[config.mk]
export PLATFORM = sky130hd
export DESIGN_NAME = ysyx_23060124_csr_seq_flat
export DESIGN_NICKNAME = d
export VERILOG_FILES = /design/src/rtl/ysyx_23060124_csr_seq_if.sv /design/src/rtl/ysyx_23060124_csr_seq.sv /design/src/flat_wrapper.sv
export SDC_FILE = /design/constraint.sdc
export NUM_CORES = 1
export LEC_CHECK = 0
export CAP_MARGIN = 10
export CORE_UTILIZATION = 39
export CTS_CLUSTER_SIZE = 10
export DETAILED_ROUTE_END_ITERATION = 10
export GPL_ROUTABILITY_DRIVEN = 0
export GPL_TIMING_DRIVEN = 0
export PLACE_DENSITY = 0.77
export SLEW_MARGIN = 20
export SYNTH_ARGS = -nofsm -noshare
export SYNTH_HDL_FRONTEND = slang
export SYNTH_SLANG_ARGS = --single-unit
export TNS_END_PERCENT = 50
[constraint.sdc]
create_clock -name clk -period 1.52 [get_ports clk]
set_input_delay 0.38 -clock clk [delete_from_list [all_inputs] [get_ports clk]]
set_output_delay 0.38 -clock clk [all_outputs]
set_load 0.02 [all_outputs]
[src/rtl/ysyx_23060124_csr_seq_if.sv]
// Bundle between write-back stage, CSR sequencer, CSR file and PC unit.
// The sequencer is the slave; the retire/PC/CSR side is the master.
interface ysyx_23060124_csr_seq_if #(
    parameter int ISA_WIDTH = 32
);
    logic                 i_pre_valid;
    logic                 o_pre_ready;
    logic                 i_ecall;
    logic                 i_mret;
    logic                 i_csrw;
    logic [11:0]          i_csr_addr;
    logic [ISA_WIDTH-1:0] i_csr_wdata;
    logic [ISA_WIDTH-1:0] i_pc;
    logic [ISA_WIDTH-1:0] i_mtvec;
    logic [ISA_WIDTH-1:0] i_mepc;
    logic [ISA_WIDTH-1:0] i_mstatus;
    logic                 o_csr_wen;
    logic [11:0]          o_csr_waddr;
    logic [ISA_WIDTH-1:0] o_csr_wdata;
    logic                 o_post_valid;
    logic                 i_post_ready;
    logic                 o_pc_redirect;
    logic [ISA_WIDTH-1:0] o_pc_target;

    modport master (
        output i_pre_valid, i_ecall, i_mret, i_csrw,
        output i_csr_addr, i_csr_wdata, i_pc,
        output i_mtvec, i_mepc, i_mstatus, i_post_ready,
        input  o_pre_ready, o_csr_wen, o_csr_waddr, o_csr_wdata,
        input  o_post_valid, o_pc_redirect, o_pc_target
    );

    modport slave (
        input  i_pre_valid, i_ecall, i_mret, i_csrw,
        input  i_csr_addr, i_csr_wdata, i_pc,
        input  i_mtvec, i_mepc, i_mstatus, i_post_ready,
        output o_pre_ready, o_csr_wen, o_csr_waddr, o_csr_wdata,
        output o_post_valid, o_pc_redirect, o_pc_target
    );
endinterface

[src/rtl/ysyx_23060124_csr_seq.sv]
// CSR side-effect sequencer: ecall / mret / csrw through one CSR write port,
// followed by a PC redirect decision held until the PC unit takes it.
module ysyx_23060124_csr_seq #(
    parameter int                   ISA_WIDTH    = 32,
    parameter logic [ISA_WIDTH-1:0] MCAUSE_ECALL = 32'd11
) (
    input logic                    clk,
    input logic                    i_rst_wbu,
    ysyx_23060124_csr_seq_if.slave bus
);
    typedef enum logic [2:0] {
        IDLE,
        E_MEPC,
        E_MCAUSE,
        E_MSTAT,
        R_MSTAT,
        C_WR,
        DONE
    } state_t;

    localparam logic [11:0] MSTATUS = 12'h300;
    localparam logic [11:0] MEPC    = 12'h341;
    localparam logic [11:0] MCAUSE  = 12'h342;

    state_t               state;
    logic                 wen;
    logic [11:0]          waddr;
    logic [ISA_WIDTH-1:0] wdata;
    logic                 post_valid;
    logic                 redirect;
    logic [ISA_WIDTH-1:0] target;
    logic [ISA_WIDTH-1:0] mstatus_q;
    logic [ISA_WIDTH-1:0] target_q;

    function automatic logic [ISA_WIDTH-1:0] trap_status(
        input logic [ISA_WIDTH-1:0] s
    );
        logic [ISA_WIDTH-1:0] r;
        r       = s;
        r[7]    = s[3];
        r[3]    = 1'b0;
        r[12:11] = 2'b11;
        return r;
    endfunction

    function automatic logic [ISA_WIDTH-1:0] ret_status(
        input logic [ISA_WIDTH-1:0] s
    );
        logic [ISA_WIDTH-1:0] r;
        r       = s;
        r[3]    = s[7];
        r[7]    = 1'b1;
        r[12:11] = 2'b11;
        return r;
    endfunction

    always_ff @(posedge clk) begin
        if (i_rst_wbu) begin
            state      <= IDLE;
            wen        <= 1'b0;
            waddr      <= '0;
            wdata      <= '0;
            post_valid <= 1'b0;
            redirect   <= 1'b0;
            target     <= '0;
            mstatus_q  <= '0;
            target_q   <= '0;
        end else begin
            wen   <= 1'b0;
            waddr <= '0;
            wdata <= '0;
            unique case (state)
                IDLE: begin
                    if (bus.i_pre_valid) begin
                        mstatus_q <= bus.i_mstatus;
                        // first write is issued straight from the accept edge
                        if (bus.i_ecall) begin
                            state    <= E_MEPC;
                            wen      <= 1'b1;
                            waddr    <= MEPC;
                            wdata    <= bus.i_pc;
                            target_q <= bus.i_mtvec
                                      & {{(ISA_WIDTH-2){1'b1}}, 2'b00};
                        end else if (bus.i_mret) begin
                            state    <= R_MSTAT;
                            wen      <= 1'b1;
                            waddr    <= MSTATUS;
                            wdata    <= ret_status(bus.i_mstatus);
                            target_q <= bus.i_mepc;
                        end else if (bus.i_csrw) begin
                            state    <= C_WR;
                            wen      <= 1'b1;
                            waddr    <= bus.i_csr_addr;
                            wdata    <= bus.i_csr_wdata;
                            target_q <= '0;
                        end else begin
                            state      <= DONE;
                            post_valid <= 1'b1;
                            redirect   <= 1'b0;
                            target     <= '0;
                            target_q   <= '0;
                        end
                    end
                end
                E_MEPC: begin
                    state <= E_MCAUSE;
                    wen   <= 1'b1;
                    waddr <= MCAUSE;
                    wdata <= MCAUSE_ECALL;
                end
                E_MCAUSE: begin
                    state <= E_MSTAT;
                    wen   <= 1'b1;
                    waddr <= MSTATUS;
                    wdata <= trap_status(mstatus_q);
                end
                E_MSTAT, R_MSTAT: begin
                    state      <= DONE;
                    post_valid <= 1'b1;
                    redirect   <= 1'b1;
                    target     <= target_q;
                end
                C_WR: begin
                    state      <= DONE;
                    post_valid <= 1'b1;
                    redirect   <= 1'b0;
                    target     <= '0;
                end
                DONE: begin
                    if (bus.i_post_ready) begin
                        state      <= IDLE;
                        post_valid <= 1'b0;
                        redirect   <= 1'b0;
                        target     <= '0;
                    end
                end
                default: state <= IDLE;
            endcase
        end
    end

    assign bus.o_pre_ready   = (state == IDLE);
    assign bus.o_csr_wen     = wen;
    assign bus.o_csr_waddr   = waddr;
    assign bus.o_csr_wdata   = wdata;
    assign bus.o_post_valid  = post_valid;
    assign bus.o_pc_redirect = redirect;
    assign bus.o_pc_target   = target;
endmodule

[src/flat_wrapper.sv]
// flat-port wrapper written by rule: the top's interface ports become plain ports
module ysyx_23060124_csr_seq_flat 
#(
    parameter int                   ISA_WIDTH    = 32,
    parameter logic [ISA_WIDTH-1:0] MCAUSE_ECALL = 32'd11
)
  (clk, i_rst_wbu, bus_i_pre_valid, bus_i_ecall, bus_i_mret, bus_i_csrw, bus_i_csr_addr, bus_i_csr_wdata, bus_i_pc, bus_i_mtvec, bus_i_mepc, bus_i_mstatus, bus_i_post_ready, bus_o_pre_ready, bus_o_csr_wen, bus_o_csr_waddr, bus_o_csr_wdata, bus_o_post_valid, bus_o_pc_redirect, bus_o_pc_target);
  ysyx_23060124_csr_seq_if #(.ISA_WIDTH(ISA_WIDTH)) bus_i ();
  input logic clk;
  input logic i_rst_wbu;
  input wire logic [$bits(bus_i.i_pre_valid)-1:0] bus_i_pre_valid;
  input wire logic [$bits(bus_i.i_ecall)-1:0] bus_i_ecall;
  input wire logic [$bits(bus_i.i_mret)-1:0] bus_i_mret;
  input wire logic [$bits(bus_i.i_csrw)-1:0] bus_i_csrw;
  input wire logic [$bits(bus_i.i_csr_addr)-1:0] bus_i_csr_addr;
  input wire logic [$bits(bus_i.i_csr_wdata)-1:0] bus_i_csr_wdata;
  input wire logic [$bits(bus_i.i_pc)-1:0] bus_i_pc;
  input wire logic [$bits(bus_i.i_mtvec)-1:0] bus_i_mtvec;
  input wire logic [$bits(bus_i.i_mepc)-1:0] bus_i_mepc;
  input wire logic [$bits(bus_i.i_mstatus)-1:0] bus_i_mstatus;
  input wire logic [$bits(bus_i.i_post_ready)-1:0] bus_i_post_ready;
  output wire logic [$bits(bus_i.o_pre_ready)-1:0] bus_o_pre_ready;
  output wire logic [$bits(bus_i.o_csr_wen)-1:0] bus_o_csr_wen;
  output wire logic [$bits(bus_i.o_csr_waddr)-1:0] bus_o_csr_waddr;
  output wire logic [$bits(bus_i.o_csr_wdata)-1:0] bus_o_csr_wdata;
  output wire logic [$bits(bus_i.o_post_valid)-1:0] bus_o_post_valid;
  output wire logic [$bits(bus_i.o_pc_redirect)-1:0] bus_o_pc_redirect;
  output wire logic [$bits(bus_i.o_pc_target)-1:0] bus_o_pc_target;
  assign bus_i.i_pre_valid = bus_i_pre_valid;
  assign bus_i.i_ecall = bus_i_ecall;
  assign bus_i.i_mret = bus_i_mret;
  assign bus_i.i_csrw = bus_i_csrw;
  assign bus_i.i_csr_addr = bus_i_csr_addr;
  assign bus_i.i_csr_wdata = bus_i_csr_wdata;
  assign bus_i.i_pc = bus_i_pc;
  assign bus_i.i_mtvec = bus_i_mtvec;
  assign bus_i.i_mepc = bus_i_mepc;
  assign bus_i.i_mstatus = bus_i_mstatus;
  assign bus_i.i_post_ready = bus_i_post_ready;
  assign bus_o_pre_ready = bus_i.o_pre_ready;
  assign bus_o_csr_wen = bus_i.o_csr_wen;
  assign bus_o_csr_waddr = bus_i.o_csr_waddr;
  assign bus_o_csr_wdata = bus_i.o_csr_wdata;
  assign bus_o_post_valid = bus_i.o_post_valid;
  assign bus_o_pc_redirect = bus_i.o_pc_redirect;
  assign bus_o_pc_target = bus_i.o_pc_target;
  ysyx_23060124_csr_seq #(.ISA_WIDTH(ISA_WIDTH), .MCAUSE_ECALL(MCAUSE_ECALL)) u_core (.clk(clk), .i_rst_wbu(i_rst_wbu), .bus(bus_i));
endmodule
==> results of run 1 <==
==> critical path, stage by stage, from the launching register on <==
cell     delay, ns
dfxtp_4       0.37
buf_4         0.18
nor3_4        0.19
buf_6         0.15
==> layer usage <==
layer  GRT usage  vias to the layer above  part of all wire
li1            -                     3356                 -
met1      0.3717                     3428              0.43
met4      0.1361                        0             0.040
met5           0                        -                 0
met3     0.06730                       63             0.063
met2      0.4549                      322              0.47
==> worst paths after layout <==
kind	from	slack [ns]	to
setup / recovery	u_core.state[1]	-0.18	bus_o_pre_ready
hold / removal	u_core.mstatus_q[10]	0.45	u_core.bus.o_csr_wdata[10]
setup reg to reg	u_core.state[1]	-0.17	u_core.bus.o_csr_waddr[7]
hold reg to reg	u_core.mstatus_q[10]	0.45	u_core.bus.o_csr_wdata[10]
==> Yosys cell counts (all sizes together) (2+ instances only) <==
master	count	area share
a21boi	2	0.0024
a21o	2	0.0024
a21oi	41	0.032
a221oi	57	0.079
a22o	2	0.0028
a32o	2	0.0032
and2	8	0.0079
buf	11	0.0097
clkbuf	73	0.043
dfxtp	143	0.45
inv	2	0.0012
nand2	94	0.056
nand2b	3	0.0030
nand3	68	0.054
nor2	36	0.022
nor2b	64	0.063
nor3	33	0.026
nor4b	4	0.010
o211ai	65	0.077
o21ai	11	0.0087
o31ai	26	0.031
==> state kept, by name (all words and copies together) (netlist names) <==
signal                    cells
u_core.bus.o_pc_target       32
u_core.target_q              32
u_core.mstatus_q             29
u_core.bus.o_pc_redirect      1
u_core.bus.o_csr_waddr       12
u_core.bus.o_csr_wen          1
u_core.bus.o_csr_wdata       32
u_core.state                  3
u_core.bus.o_post_valid       1
==> timing repair <==
item | CTS | global route
resized for setup | 217 | 131
gates cloned | 1 | 0
pin swaps | 8 | 61
setup endpoints to repair | 223 | 158
setup buffers | 8 | 4
==> through the flow <==
stage	area (um^2)	hold WS (ns)	total power, uW	worst slack (ns)	utilization
floorplan	6485	0.4249	5721	-0.09058	-
global placement	9298	0.4393	6942	-1.235	0.5853
detailed placement	9298	0.4418	6982	-1.263	0.5853
CTS	10440	0.4560	11630	-0.2690	0.6569
global route	10810	0.4638	12280	-0.2234	0.6805
finish	10810	0.4550	11870	-0.1800	0.6805
==> cell families after synthesis <==
family / share of synthesized area
compound gates: 0.2471
buf+inv: 0.05459
flops: 0.4509
simple gates: 0.2473
==> power breakdown <==
group	leakage [uW]	switching, uW	internal, uW
Combinational	0.00291	1690	1460
Sequential	0.00117	184	4120
Clock	0.000304	1630	2790
Total	0.00439	3510	8370
==> cell type report <==
class                           instances  area share
Multi-Input combinational cell        530      0.3449
Sequential cell                       143      0.2656
Timing Repair Buffer                  267      0.2404
Buffer                                 81     0.06493
Clock buffer                           22     0.04572
Tap cell                              216     0.02500
Clock inverter                         10     0.01227
Inverter                                3    0.001157
==> out/results.ini, run 1 <==
[grt]
grt_pass1_wl_um = 36960
grt_max_degree = 17
grt_remaining_overflow = 0
globalRouteTotalUtil = 0.2882
grt_pass1_vias = 6908
antenna_found_initial = 0

[power_and_ir_drop]
power_per_cell_area_nw_per_um2 = 1098
power_leakage_uw = 0.004386
ir_drop_mv = 0.8835

[layout]
insertedDiodeCount = 0
layout-drive-gt1-share = 0.1903
area_grow_syn2layout_pct = 70.28
post_layout_cell_count = 1272
fillCellCount = 1253
layout.cells.most_common_list = clkdlybuf4s50_1 (172), dfxtp_1 (140), nand2_1 (89)
fin_nets = 1222
regArea_um2 = 2872
multiInputGateArea_um2 = 3729
final_common_cell = clkdlybuf4s50_1

[logic_synthesis]
synth_edf_count = 0
yosys_register_bits = 143
synth_nets = 939
synth.avg_cell_area_um2 = 8.353
synthDistinctLibCells = 38
ys.flop_type = dfxtp_1
syn_area_um2 = 6349
synthesis.yosys.warnings = 0
ys_seq_area_frac = 0.4509
synthCells = 760
ys_async_sr_fraction = 0

[flow_run]
maxCapViolations = 0

[worst_setup_path]
start_kind = flop
cp.required_ns = 1.14
critical_path.endpoint_type = primary output
rr_worst_depth = 5
worst-path-max-fanout = 10
setup.worst_path.class = flop to primary output
crit_arrival_ns = 1.32

[clock_tree]
cts-buffers-inserted = 17
clock_sinks = 143
tritoncts_clock_tree = yes
cts_root_buf = clkbuf_16
cts.reportedPaths.clkPinSlew_ns = 0.06
post_cts_hold_buffer_count = 0
clk_path_buf_depth = 2
htreeDepth = 4
worstSkewPairLatency_ns = 0.42

[floorplan]
core_area_um2 = 15890
pin_count = 259
dieArea_um2 = 16790
die_height_um = 129.6
initial_core_util = 0.3997
dieWidth_um = 129.6
rows = 46

[timing]
rsz0062_at_grt = true
setup_violations = 111
max-slew-margin-rel = 0.6548
setup-tns-final_ns = -10.47
worst_slack_ns = -0.1800
post-route-period-util = 1.118
fmax_mhz = 588.2
clock-skew-final_ns = 0.007948
final_slew_viol_count = 0
timing.final.hold_violations = 0
tightest_slew_ns = 0.5178
final_period_minus_worst_setup_slack_ns = 1.700

[routing]
detail_route.iter0.violations = 576
post-route-drc-count = 0
routed_wl_um = 24690
final_antenna_net_count = 0
via_count = 7169
dr.pass1.iters = 5
avgRoutedWirePerCell_um = 19.41
avgViaCountPerCell = 5.636

[placed_design]
detailed_place_hpwl_um = 16740
io_buffer_count = 254
numPlacedInstances = 1230

[status]
failed_checks = negative setup slack
outcome = finished, violations left

[hold_path]
hold-path-cell-count = 2
hp-class = flop to flop

Power figures use the tool's default switching activity.
==> run 2: changes to the inputs <==
Settings changed: CORE_ASPECT_RATIO set to 1.1.
==> run 2 against run 1 <==
  * The flow still finishes with violations (negative setup slack)
  * Non-clock buffer count is 6 higher
  * Fmax shrank 4.3%
  * Sequential power hardly changed
  * Final area grew 0.90%
  * Hold slack better by 0.0052 ns
  * Core utilization rose by 1.0 points
  * First-iteration DRC count shrank 16%
  * Clock skew fell by 0.0012 ns
  * Worst setup slack got worse by 0.076 ns
  * Critical endpoint is now u_core.bus.o_csr_waddr[4]
  * Largest cell class unchanged
  * Highest routed layer unchanged
==> out/results.ini, run 2 (synthesis results as in run 1) <==
[timing]
max-slew-margin-rel = 0.6395
timing.final.hold_violations = 0
setup_violations = 138
worst_slack_ns = -0.2559
clock-skew-final_ns = 0.006780
final_period_minus_worst_setup_slack_ns = 1.776
post-route-period-util = 1.168
rsz0062_at_grt = true
fmax_mhz = 563.1
tightest_slew_ns = 0.5408
setup-tns-final_ns = -25.16
final_slew_viol_count = 0
fin_worst_hold_slack_ns = 0.4601

[power_and_ir_drop]
ir_drop_mv = 0.9598
power_leakage_uw = 0.004370
power_per_cell_area_nw_per_um2 = 1065
swShare = 0.3109
pwr-share-comb = 0.285
switching_power_uw = 3611
internal_power_uw = 8003
register_share_of_total_power = 0.372
p_clk_frac = 0.343

[placed_design]
place_ws_ns = -1.276
detailed_place_hpwl_um = 16870
io_buffer_count = 254

[grt]
globalRouteTotalUtil = 0.2784
grt_pass1_vias = 6638
grt_max_degree = 17
grt_pass1_wl_um = 35080
grt_remaining_overflow = 0
antenna_found_initial = 0

[routing]
dr.pass1.iters = 5
avgViaCountPerCell = 5.638
detail_route.iter0.violations = 484
final_antenna_net_count = 0
routed_wl_um = 24460
avgRoutedWirePerCell_um = 19.40
via_count = 7110
post-route-drc-count = 0

[floorplan]
core_area_um2 = 15800
dieArea_um2 = 16790
dieWidth_um = 123.7
initial_core_util = 0.4019
rows = 48
pin_count = 259
die_height_um = 135.8

[worst_setup_path]
crit_path_max_incr_delay_ns = 0.58
start_kind = flop
worst_path_max_delay_cell = or4b_4
worst-path-max-fanout = 8
timing.critical_path.cells = buf_6, or4b_4, buf_12, nor4b_4, buf_4, and2_1
crit_arrival_ns = 2.15
cp.required_ns = 1.90
critical_path.endpoint_type = flop
setup.worst_path.class = flop to flop

[clock_tree]
htreeDepth = 4
tritoncts_clock_tree = yes
cts_root_buf = clkbuf_16
worstSkewPairLatency_ns = 0.43
clock_sinks = 143
clk_path_buf_depth = 2
cts.reportedPaths.clkPinSlew_ns = 0.06
cts-buffers-inserted = 17

[layout]
area_grow_syn2layout_pct = 71.82
fin_nets = 1228
final_common_cell = clkdlybuf4s50_1
layout-drive-gt1-share = 0.2196
insertedDiodeCount = 0
layout.cells.most_common_list = clkdlybuf4s50_1 (172), dfxtp_1 (140), nand2_1 (70)

[hold_path]
hp-class = flop to flop

[flow_run]
maxCapViolations = 0

[status]
failed_checks = negative setup slack
outcome = finished, violations left

-- run 2: cell types whose count changed in the layout (fill, tap and decap cells not counted), moves of 5 or more --
cell / previous run / this run
clkbuf_1: 11 / 22
clkdlybuf4s15_1: 12 / 17
dlygate4sd2_1: 65 / 55
a21oi_2: 2 / 21
nand2_4: 0 / 18
nand2_1: 89 / 70
clkbuf_2: 26 / 32
a21oi_1: 39 / 20
-- run 2: worst paths after layout --
| check | depth (start not counted) | from | slack (ns) | to |
|---|---|---|---|---|
| setup / recovery | 6 | u_core.state[0] | -0.26 | u_core.bus.o_csr_waddr[4] |
| hold / removal | 2 | u_core.mstatus_q[3] | 0.46 | u_core.mstatus_q[3] |
| setup reg to reg | 6 | u_core.state[0] | -0.26 | u_core.bus.o_csr_waddr[4] |
| hold reg to reg | 2 | u_core.mstatus_q[3] | 0.46 | u_core.mstatus_q[3] |
-- run 2: power groups by stage --
stage               clock (uW)  sequential (uW)  combinational (uW)
finish                    3980             4320                3310
global route              4160             4360                3520
CTS                       3980             4290                2850
detailed placement           0             4370                2610
global placement             0             4360                2590
floorplan                    0             4520                1200
-- run 2: worst max-delay path, delay by kind of cell (launching register included) --
kind	cells	cell delay [ns]
buf+inv	3	0.49
simple gates	3	0.92
flops	1	0.31
-- run 2: final cells by class --
type                    count  area [um^2]
fillers                  1275         4887
flip-flops and latches    143         2867
clock inverters            10        88.84
repair buffers            271         2648
clock buffers              21        460.4
plain buffers              83        670.6
well taps                 200        250.2
inverters                   3        12.51
multi-input cells         530         3911
-- run 2: what timing repair did --
action	4_1_cts	5_1_grt
hold endpoints to repair	0	0
setup endpoints to repair	223	168
gates cloned	1	6
buffers inserted	6	4
hold buffers	0	0
resized for setup	215	168
pin swaps	7	78
-- run 2: routing by layer --
| metal | global-route usage | up-vias | wire length, um |
|---|---|---|---|
| met4 | 0.1272 | 0 | 759 |
| li1 | - | 3375 | - |
| met2 | 0.4602 | 374 | 11830 |
| met5 | 0 | - | 0 |
| met3 | 0.08054 | 60 | 2218 |
| met1 | 0.3299 | 3301 | 9650 |
-- run 2: metrics by stage --
stage / util / cells / instance area, um^2 / power, uW
6_report: 0.6906 / 1261 / 10910 / 11610
5_1_grt: 0.6906 / 1261 / 10910 / 12040
4_1_cts: 0.6503 / 1251 / 10270 / 11120
3_5_place_dp: 0.5874 / 1214 / 9278 / 6981
3_3_place_gp: 0.5874 / 1214 / 9278 / 6948
2_1_floorplan: - / 760 / 6485 / 5721
